[src/rtl/rtc_bus_responder.sv]
// Responder end of the multiplexed RTC parallel bus: samples the active-low A/D, CS,
// WR and RD strobes and serves bus reads/writes to a byte register file shared with a local port.
module rtc_bus_responder #(
  parameter int unsigned ADDR_W = 4
) (
  input  logic              clk,
  input  logic              reset,
  input  logic              in_a_d,
  input  logic              in_cs,
  input  logic              in_wr,
  input  logic              in_rd,
  input  logic [7:0]        in_dato,
  output logic [7:0]        out_dato,
  output logic              out_oe,
  input  logic [ADDR_W-1:0] loc_addr,
  input  logic              loc_we,
  input  logic [7:0]        loc_wdata,
  output logic [7:0]        loc_rdata,
  output logic              out_flag_wr_done,
  output logic              out_flag_rd_done,
  output logic              out_flag_error
);

  localparam int unsigned DATA_W = 8;
  localparam int unsigned DEPTH  = 1 << ADDR_W;

  typedef enum logic [2:0] {
    IDLE,
    ADDR,
    ADDR_VALID,
    WRITE,
    READ,
    ERR
  } state_t;

  state_t              state;
  state_t              state_nxt;

  logic                s_a_d;
  logic                s_cs;
  logic                s_wr;
  logic                s_rd;
  logic [DATA_W-1:0]   s_dato;

  logic [DATA_W-1:0]   addr_q;
  logic [DATA_W-1:0]   data_q;
  logic [DATA_W-1:0]   regfile [DEPTH];

  logic                addr_load;
  logic                data_load;
  logic                commit;
  logic                err_set;
  logic                rd_done_set;
  logic                dbl_strobe;

  logic [ADDR_W-1:0]   idx;
  logic                addr_oor;
  logic                bus_wr_en;
  logic [DATA_W-1:0]   rd_fwd;
  logic [DATA_W-1:0]   rd_val;

  assign idx       = addr_q[ADDR_W-1:0];
  assign addr_oor  = (addr_q >> ADDR_W) != 8'h00;
  assign bus_wr_en = commit && !addr_oor;
  assign loc_rdata = regfile[loc_addr];

  // A local write landing on the entry being read shows up on the bus at once.
  assign rd_fwd = (loc_we && (loc_addr == idx)) ? loc_wdata : regfile[idx];
  assign rd_val = addr_oor ? 8'h00 : rd_fwd;

  // Single register stage on every bus pin; the FSM only looks at these.
  always_ff @(posedge clk) begin
    if (reset) begin
      s_a_d  <= 1'b1;
      s_cs   <= 1'b1;
      s_wr   <= 1'b1;
      s_rd   <= 1'b1;
      s_dato <= '0;
    end else begin
      s_a_d  <= in_a_d;
      s_cs   <= in_cs;
      s_wr   <= in_wr;
      s_rd   <= in_rd;
      s_dato <= in_dato;
    end
  end

  always_ff @(posedge clk) begin
    if (reset) begin
      state <= IDLE;
    end else begin
      state <= state_nxt;
    end
  end

  always_comb begin
    state_nxt   = state;
    addr_load   = 1'b0;
    data_load   = 1'b0;
    commit      = 1'b0;
    err_set     = 1'b0;
    rd_done_set = 1'b0;
    dbl_strobe  = !s_cs && !s_wr && !s_rd;

    // WR and RD low together is a protocol violation from any live state.
    if (dbl_strobe && (state != ERR)) begin
      err_set   = 1'b1;
      state_nxt = ERR;
    end else begin
      case (state)
        IDLE: begin
          if (!s_cs) begin
            if (!s_a_d && !s_wr) begin
              state_nxt = ADDR;
              addr_load = 1'b1;
            end else if (s_a_d && (!s_wr || !s_rd)) begin
              err_set   = 1'b1;
              state_nxt = ERR;
            end
          end
        end
        ADDR: begin
          if (s_cs) begin
            state_nxt = IDLE;
          end else if (s_wr) begin
            state_nxt = ADDR_VALID;
          end else begin
            addr_load = 1'b1;
          end
        end
        ADDR_VALID: begin
          if (!s_cs) begin
            if (s_a_d && !s_wr) begin
              state_nxt = WRITE;
              data_load = 1'b1;
            end else if (s_a_d && !s_rd) begin
              state_nxt = READ;
            end else if (!s_a_d && !s_wr) begin
              state_nxt = ADDR;
              addr_load = 1'b1;
            end
          end
        end
        WRITE: begin
          if (s_wr || s_cs) begin
            commit    = 1'b1;
            state_nxt = ADDR_VALID;
          end else begin
            data_load = 1'b1;
          end
        end
        READ: begin
          if (s_rd || s_cs) begin
            rd_done_set = 1'b1;
            state_nxt   = ADDR_VALID;
          end
        end
        ERR: begin
          if (s_cs) begin
            state_nxt = IDLE;
          end
        end
        default: state_nxt = IDLE;
      endcase
    end
  end

  always_ff @(posedge clk) begin
    if (reset) begin
      addr_q <= '0;
      data_q <= '0;
    end else begin
      if (addr_load) begin
        addr_q <= s_dato;
      end
      if (data_load) begin
        data_q <= s_dato;
      end
    end
  end

  // Bus commit wins a same-index collision with the local port.
  always_ff @(posedge clk) begin
    if (reset) begin
      regfile <= '{default: '0};
    end else begin
      if (bus_wr_en) begin
        regfile[idx] <= data_q;
      end
      if (loc_we && !(bus_wr_en && (loc_addr == idx))) begin
        regfile[loc_addr] <= loc_wdata;
      end
    end
  end

  always_ff @(posedge clk) begin
    if (reset) begin
      out_oe           <= 1'b0;
      out_dato         <= '0;
      out_flag_wr_done <= 1'b0;
      out_flag_rd_done <= 1'b0;
      out_flag_error   <= 1'b0;
    end else begin
      out_oe           <= (state_nxt == READ);
      out_dato         <= (state_nxt == READ) ? rd_val : 8'h00;
      out_flag_wr_done <= commit;
      out_flag_rd_done <= rd_done_set;
      out_flag_error   <= err_set;
    end
  end

endmodule

[config.mk]
export PLATFORM = sky130hd
export DESIGN_NAME = rtc_bus_responder
export DESIGN_NICKNAME = d
export VERILOG_FILES = /design/src/rtl/rtc_bus_responder.sv
export SDC_FILE = /design/constraint.sdc
export NUM_CORES = 1
export LEC_CHECK = 0
export BUFFER_PORTS_ARGS = -buffer_cell sky130_fd_sc_hd__buf_2
export CAP_MARGIN = 5
export CORE_MARGIN = 5
export CORE_UTILIZATION = 45
export CTS_BUF_LIST = sky130_fd_sc_hd__clkbuf_2 sky130_fd_sc_hd__clkbuf_4 sky130_fd_sc_hd__clkbuf_8
export CTS_CLUSTER_SIZE = 14
export DETAILED_ROUTE_END_ITERATION = 10
export PLACE_DENSITY = 0.68
export SLEW_MARGIN = 30
export SYNTH_ARGS = -nofsm -noshare
export SYNTH_HDL_FRONTEND = slang
export SYNTH_SLANG_ARGS = --single-unit
[constraint.sdc]
create_clock -name clk -period 2.6 [get_ports clk]
set_clock_uncertainty 0.1 [all_clocks]
set_input_delay 0.52 -clock clk [delete_from_list [all_inputs] [get_ports clk]]
set_output_delay 0.52 -clock clk [all_outputs]
set_load 0.01 [all_outputs]
==> reports/summary.txt, run 1 <==
status - finished with violations
violated checks - setup timing
family with the most delay on the worst path - multiplexers
RSZ-0062 raised after global routing - true
area grow syn2layout - 10.63%
DRC Markers - 0
max cap viols - 0
synth cell count leaders - dfxtp_1 (171), nor2_1 (158), mux2i_1 (144)
clk_lat worst skew - 0.48 ns
combinational share of power - 8.5%
register area - 3456 um^2
core area - 21090 um^2
number of synthesized flops with an enable pin - 0
number of synthesized register bits - 171
CP Max Fanout - 7
DRT iter0 DRCs - 809
# IOs - 47
Root Buffer - clkbuf_8
dpl cell area - 10150 um^2
share of synthesized registers carrying an async set or reset - 0%
DR pass1 iterations - 5
Vias/cell - 6.440
CP Cell Sequence - buf_12, buf_12, mux4_2, mux4_2, buf_6
Die ar. - 24530 um^2
routed len/inst - 23.73 um
FF-to-FF path depth - 6
Final Hold Vio Count - 0
largest family of logic cells by synthesized area - multiplexers
largest cells by area after synthesis - dfxtp_1 (35%), mux4_2 (17%), mux2i_1 (15%)
Antenna diodes - 0
area of the multi-input gates - 5712 um^2
Post-Synth Adder-Cell Area - 0%
worst-margin pin slew - 0.9309 ns
yosys warns - 0
multiplexer area fraction after synthesis - 31.66%
crit start category - input port
worst r2r src - addr_q[7]
initial antenna violation count - 0
Worst Hold Depth - 2
Net Count, Synth - 952
Synth top area share - 35.39%
Internal Power - 3.715 mW
CP Capture Type - output pin
Mean Syn Cell Area - 10.46 um^2
Top FF cell, synth - dfxtp_1
Row Count - 53
switching power - 1.379 mW
worst min path class - input port to flop
Seq/Total Area, Yosys - 35.39%
PwrDens - 476.0 nW/um^2
minimum clock period - 2.609 ns
sw frac - 27.07%
sequential share of power - 53.8%
global-route wire length before repair - 43.95 mm
final period utilization - 100.3%
vias in the first global route - 7338
post-route setup slack - -0.008932 ns
maximum vdd drop - 0.0002897 V
antenna-violating nets left - 0
FMAX - 383.3 MHz
WHS Endpoint - s_rd
buffers and inverters on the worst path - 3
clk buf depth - 2
final setup violating endpoints - 1
H-tree depth - 4
Lkg Pwr - 4.530 nW
XOR/XNOR share of the synthesized area - 0.3622%
max_slew headroom - 37.86%
IO Port Bufs - 46
R2R Setup Slk - 0.16 ns
grt ovf - 0
CP max-delay cell - mux4_2
Max Slew Vio Count - 0
number of fill cells - 1868
Detailed Place HPWL - 19.80 mm
clock-pin transition on the worst setup and hold timing paths - 0.10 ns
synth unique cells - 41
Inserted Clock Buffers - 17
kind of critical path - input port to output pin
RR Endpoint - regfile[96]
gpl congestion - 0.9187
Die Y - 156.6 um
fin nets - 952
pre-CTS WS - -0.09278 ns
Initial Util - 45.87%
clock sink count - 171
CTS tree - done
Syn Inst Count - 925
layout cells sized above 1 - 26.55%
Worst Path Required - 1.98 ns
hold_sp - in_rd
CP peak stage delay - 0.54 ns
drt total wl - 28.79 mm
pin count of the biggest net entering global routing - 162
count leader, synth - dfxtp_1
Die W - 156.6 um
via count - 7812
cell taking the most area after synthesis - dfxtp_1
clock share of power - 37.8%
gr usage total - 23.46%
post-synthesis simple-gate area fraction - 11.54%
CP Data Arrival Time - 1.99 ns
post-route cell area - 10700 um^2
Post-Synthesis Cell Area - 9673 um^2
post-synthesis compound-gate area fraction - 15.48%
## flip-flops by register name (all words and copies together), names as in the netlist
| name | cells |
|---|---|
| regfile | 128 |
| addr_q | 8 |
| data_q | 8 |
| out_dato | 8 |
| s_dato | 8 |
| state | 3 |
| out_flag_error | 1 |
| out_flag_rd_done | 1 |
| out_flag_wr_done | 1 |
| out_oe | 1 |
| s_a_d | 1 |
| s_cs | 1 |
| s_rd | 1 |
| s_wr | 1 |
## metrics by stage
| step | util (%) | instances | hold slack [ns] | TNS (ns) | power, mW |
|---|---|---|---|---|---|
| detailed placement | 48.13 | 1177 | 0.3892 | -0.4851 | 3.203 |
| global placement | 48.13 | 1177 | 0.3813 | -0.3237 | 3.194 |
| global route | 50.75 | 1213 | 0.09989 | -0.06068 | 5.237 |
| finish | 50.75 | 1213 | 0.1176 | -0.008932 | 5.094 |
| floorplan | - | 925 | 0.3601 | 0 | 3.066 |
| CTS | 50.51 | 1212 | 0.09900 | -0.003599 | 5.094 |
## routing by layer
layer  share of wire [%]  GRT usage, %  routed length [um]  vias up
met2                  48         38.65               13870      400
met4                 4.3         10.08                1230        0
met1                  41         30.92               11660     3828
met3                 7.0         3.346                2022       83
met5                   0             0                   0        -
li1                    -             -                   -     3501
## worst max path at each step
stage / startpoint / endpoint / slack [ns] / depth (start not counted)
floorplan: loc_addr[1] / loc_rdata[0] / 0.01 / 4
global placement: loc_addr[0] / loc_rdata[1] / -0.06 / 5
detailed placement: loc_addr[0] / loc_rdata[4] / -0.09 / 5
CTS: regfile[4] / loc_rdata[4] / -0.004 / 3
global route: regfile[4] / loc_rdata[4] / -0.03 / 3
finish: loc_addr[0] / loc_rdata[4] / -0.009 / 5
## cell families after synthesis
group,after synthesis
AOI/OAI and AO/OA,191
xor gates and xnor gates,4
buffers and inverters,108
muxes,216
DFF,171
and+or+nand+nor,235
## layout make-up
| class | count | share of cell area (%) |
|---|---|---|
| clock inverters | 12 | 1.169 |
| repair buffers | 87 | 7.366 |
| multi-input cells | 646 | 53.37 |
| inverters | 2 | 0.07015 |
| flip-flops and latches | 171 | 32.29 |
| well taps | 275 | 3.215 |
| clock buffers | 20 | 2.514 |
## timing repair
action	in CTS	in global routing
setup buffers	1	0
pin swaps	0	0
endpoints found under the setup margin	8	7
hold endpoints to repair	0	0
cloned	2	1
hold buffers	0	0
resized for setup	18	16
## power by group through the flow
stage               logic [mW]  registers, mW  clock network [mW]
global route             0.463           2.74                2.03
detailed placement       0.405           2.80                   0
CTS                      0.424           2.74                1.93
floorplan                0.304           2.76                   0
finish                   0.431           2.74                1.92
global placement         0.397           2.80                   0
## placed cells by master, fill, tap and decap left out, drive strengths merged, types with 2 or more instances in the layout
| cell type | n |
|---|---|
| inv | 9 |
| xnor2 | 4 |
| nand2b | 4 |
| nand4 | 6 |
| o211a | 2 |
| nor4 | 5 |
| mux4 | 72 |
| a21o | 8 |
| or2 | 4 |
| a21oi | 10 |
| o21ai | 13 |
| nand3 | 13 |
| clkinv | 4 |
| mux2i | 144 |
| a211oi | 128 |
| clkbuf | 21 |
| a31oi | 2 |
| nor4b | 2 |
| o211ai | 8 |
| nor3 | 13 |
| a22oi | 16 |
| nor2 | 159 |
| nand2 | 13 |
| buf | 86 |
| and3 | 2 |
| nor2b | 13 |
| dfxtp | 171 |
No activity file was read; power rests on OpenSTA's default activity.
==> inputs of run 2 (changes only) <==
CTS_BUF_LIST = sky130_fd_sc_hd__clkbuf_4 sky130_fd_sc_hd__clkbuf_8 sky130_fd_sc_hd__clkbuf_16   (was sky130_fd_sc_hd__clkbuf_2 sky130_fd_sc_hd__clkbuf_4 sky130_fd_sc_hd__clkbuf_8)
GPL_TIMING_DRIVEN = 0   (was unset)
==> reports/summary.txt, run 2 (synthesis results as in run 1) <==
routed len/inst - 25.92 um
Initial Util - 45.87%
Largest register FFs - 128
initial antenna violation count - 0
Die W - 156.6 um
post-route setup slack - -0.1242 ns
Final Hold Vio Count - 0
grt ovf - 0
global-route wire length before repair - 49.91 mm
CP Capture Type - output pin
pin count of the biggest net entering global routing - 19
drt total wl - 33.28 mm
Inserted Clock Buffers - 17
minimum clock period - 2.724 ns
# IOs - 47
kind of critical path - input port to output pin
RSZ-0062 raised after global routing - true
dpl cell area - 10200 um^2
CP Max Fanout - 5
final setup violating endpoints - 8
Detailed Place HPWL - 23.29 mm
area grow syn2layout - 14.98%
max_slew headroom - 40.51%
Overall Power - 5.869 mW
clk buf depth - 2
layout cells sized above 1 - 24.38%
IO Port Bufs - 36
clock-pin transition on the worst setup and hold timing paths - 0.07 ns
Vias/cell - 6.394
vias in the first global route - 7880
Die Y - 156.6 um
Root Buffer - clkbuf_16
max cap viols - 0
FMAX - 367.1 MHz
PwrDens - 527.7 nW/um^2
fin nets - 1023
Worst Path Required - 1.98 ns
placed cell count - 1236
DRC Markers - 0
gr usage total - 27.38%
Die ar. - 24530 um^2
most frequent cells in the layout - dfxtp_1 (171), nor2_1 (158), mux2i_1 (144)
H-tree depth - 4
post-route cell area - 11120 um^2
Max Slew Vio Count - 0
status - finished with violations
violated checks - setup timing
CTS tree - done
core area - 21090 um^2
DRT iter0 DRCs - 894
Most flops, register - regfile
final period utilization - 104.8%
worst min path class - input port to flop
most common cell after layout, fill and taps aside - dfxtp_1
worst-margin pin slew - 0.8923 ns
Row Count - 53
CP Data Arrival Time - 2.10 ns
via count - 8210
maximum vdd drop - 0.0003610 V
Fin Setup TNS - -0.7401 ns
Lkg Pwr - 4.740 nW
crit start category - input port
clock sink count - 171
antenna-violating nets left - 0
Finished Layout Cells - 1284
Antenna diodes - 0
Hold Slack - 0.1486 ns
gpl congestion - 1.043
DR pass1 iterations - 5
clk_lat worst skew - 0.45 ns
run 2: critical path, stage by stage:
cell	delay (ns)
buf_12	0.09
buf_12	0.13
buf_12	0.13
mux4_2	0.55
mux4_2	0.53
buf_6	0.15
run 2: what timing repair did:
action                                  4_1_cts  5_1_grt
endpoints found under the setup margin        8       24
pin swaps                                     0        4
hold endpoints to repair                      0        0
gates cloned                                  1        0
resized for setup                            34        5
setup buffers                                 5       10
hold buffers                                  0        0
run 2: worst paths after layout:
path         cells past startpoint  slack [ns]         from      endpoint
max reg2reg                      7        0.10    addr_q[7]   regfile[12]
max                              6       -0.12  loc_addr[0]  loc_rdata[6]
min reg2reg                      2        0.41    s_dato[3]     addr_q[3]
min                              2        0.15        in_wr          s_wr
run 2: routing by layer:
metal  up-vias  part of all wire [%]  GRT usage [%]
met5         -                     0              0
met4         0                   5.2          12.69
met3       112                    10          7.660
met2       484                    45          40.99
met1      3993                    40          36.85
li1       3621                     -              -
run 2: where the power goes:
group | leakage (nW) | internal, mW | switching [mW]
clock | 0.293 | 1.38 | 1.27
sequential | 1.39 | 2.68 | 0.0461
combinational | 3.06 | 0.201 | 0.297
total | 4.74 | 4.26 | 1.61
run 2: final cells by class:
cell class                 count  area (um^2)
sequential                   171         3423
tap                          275        344.1
timing repair buffer          52        391.6
multi-input combinational    646         5734
clock buffer                  17        425.4
inverter                       2        7.507
buffer                       106        621.8
fill                        1851         9966
clock inverter                15        173.9
run 2: through the flow:
step	worst slack, ns	util, %
final	-0.1242	52.74
after global routing	-0.1442	52.74
after CTS	-0.1122	52.23
after detailed placement	-0.7632	48.39
after global placement	-0.7530	48.39
after floorplan	0.01410	-
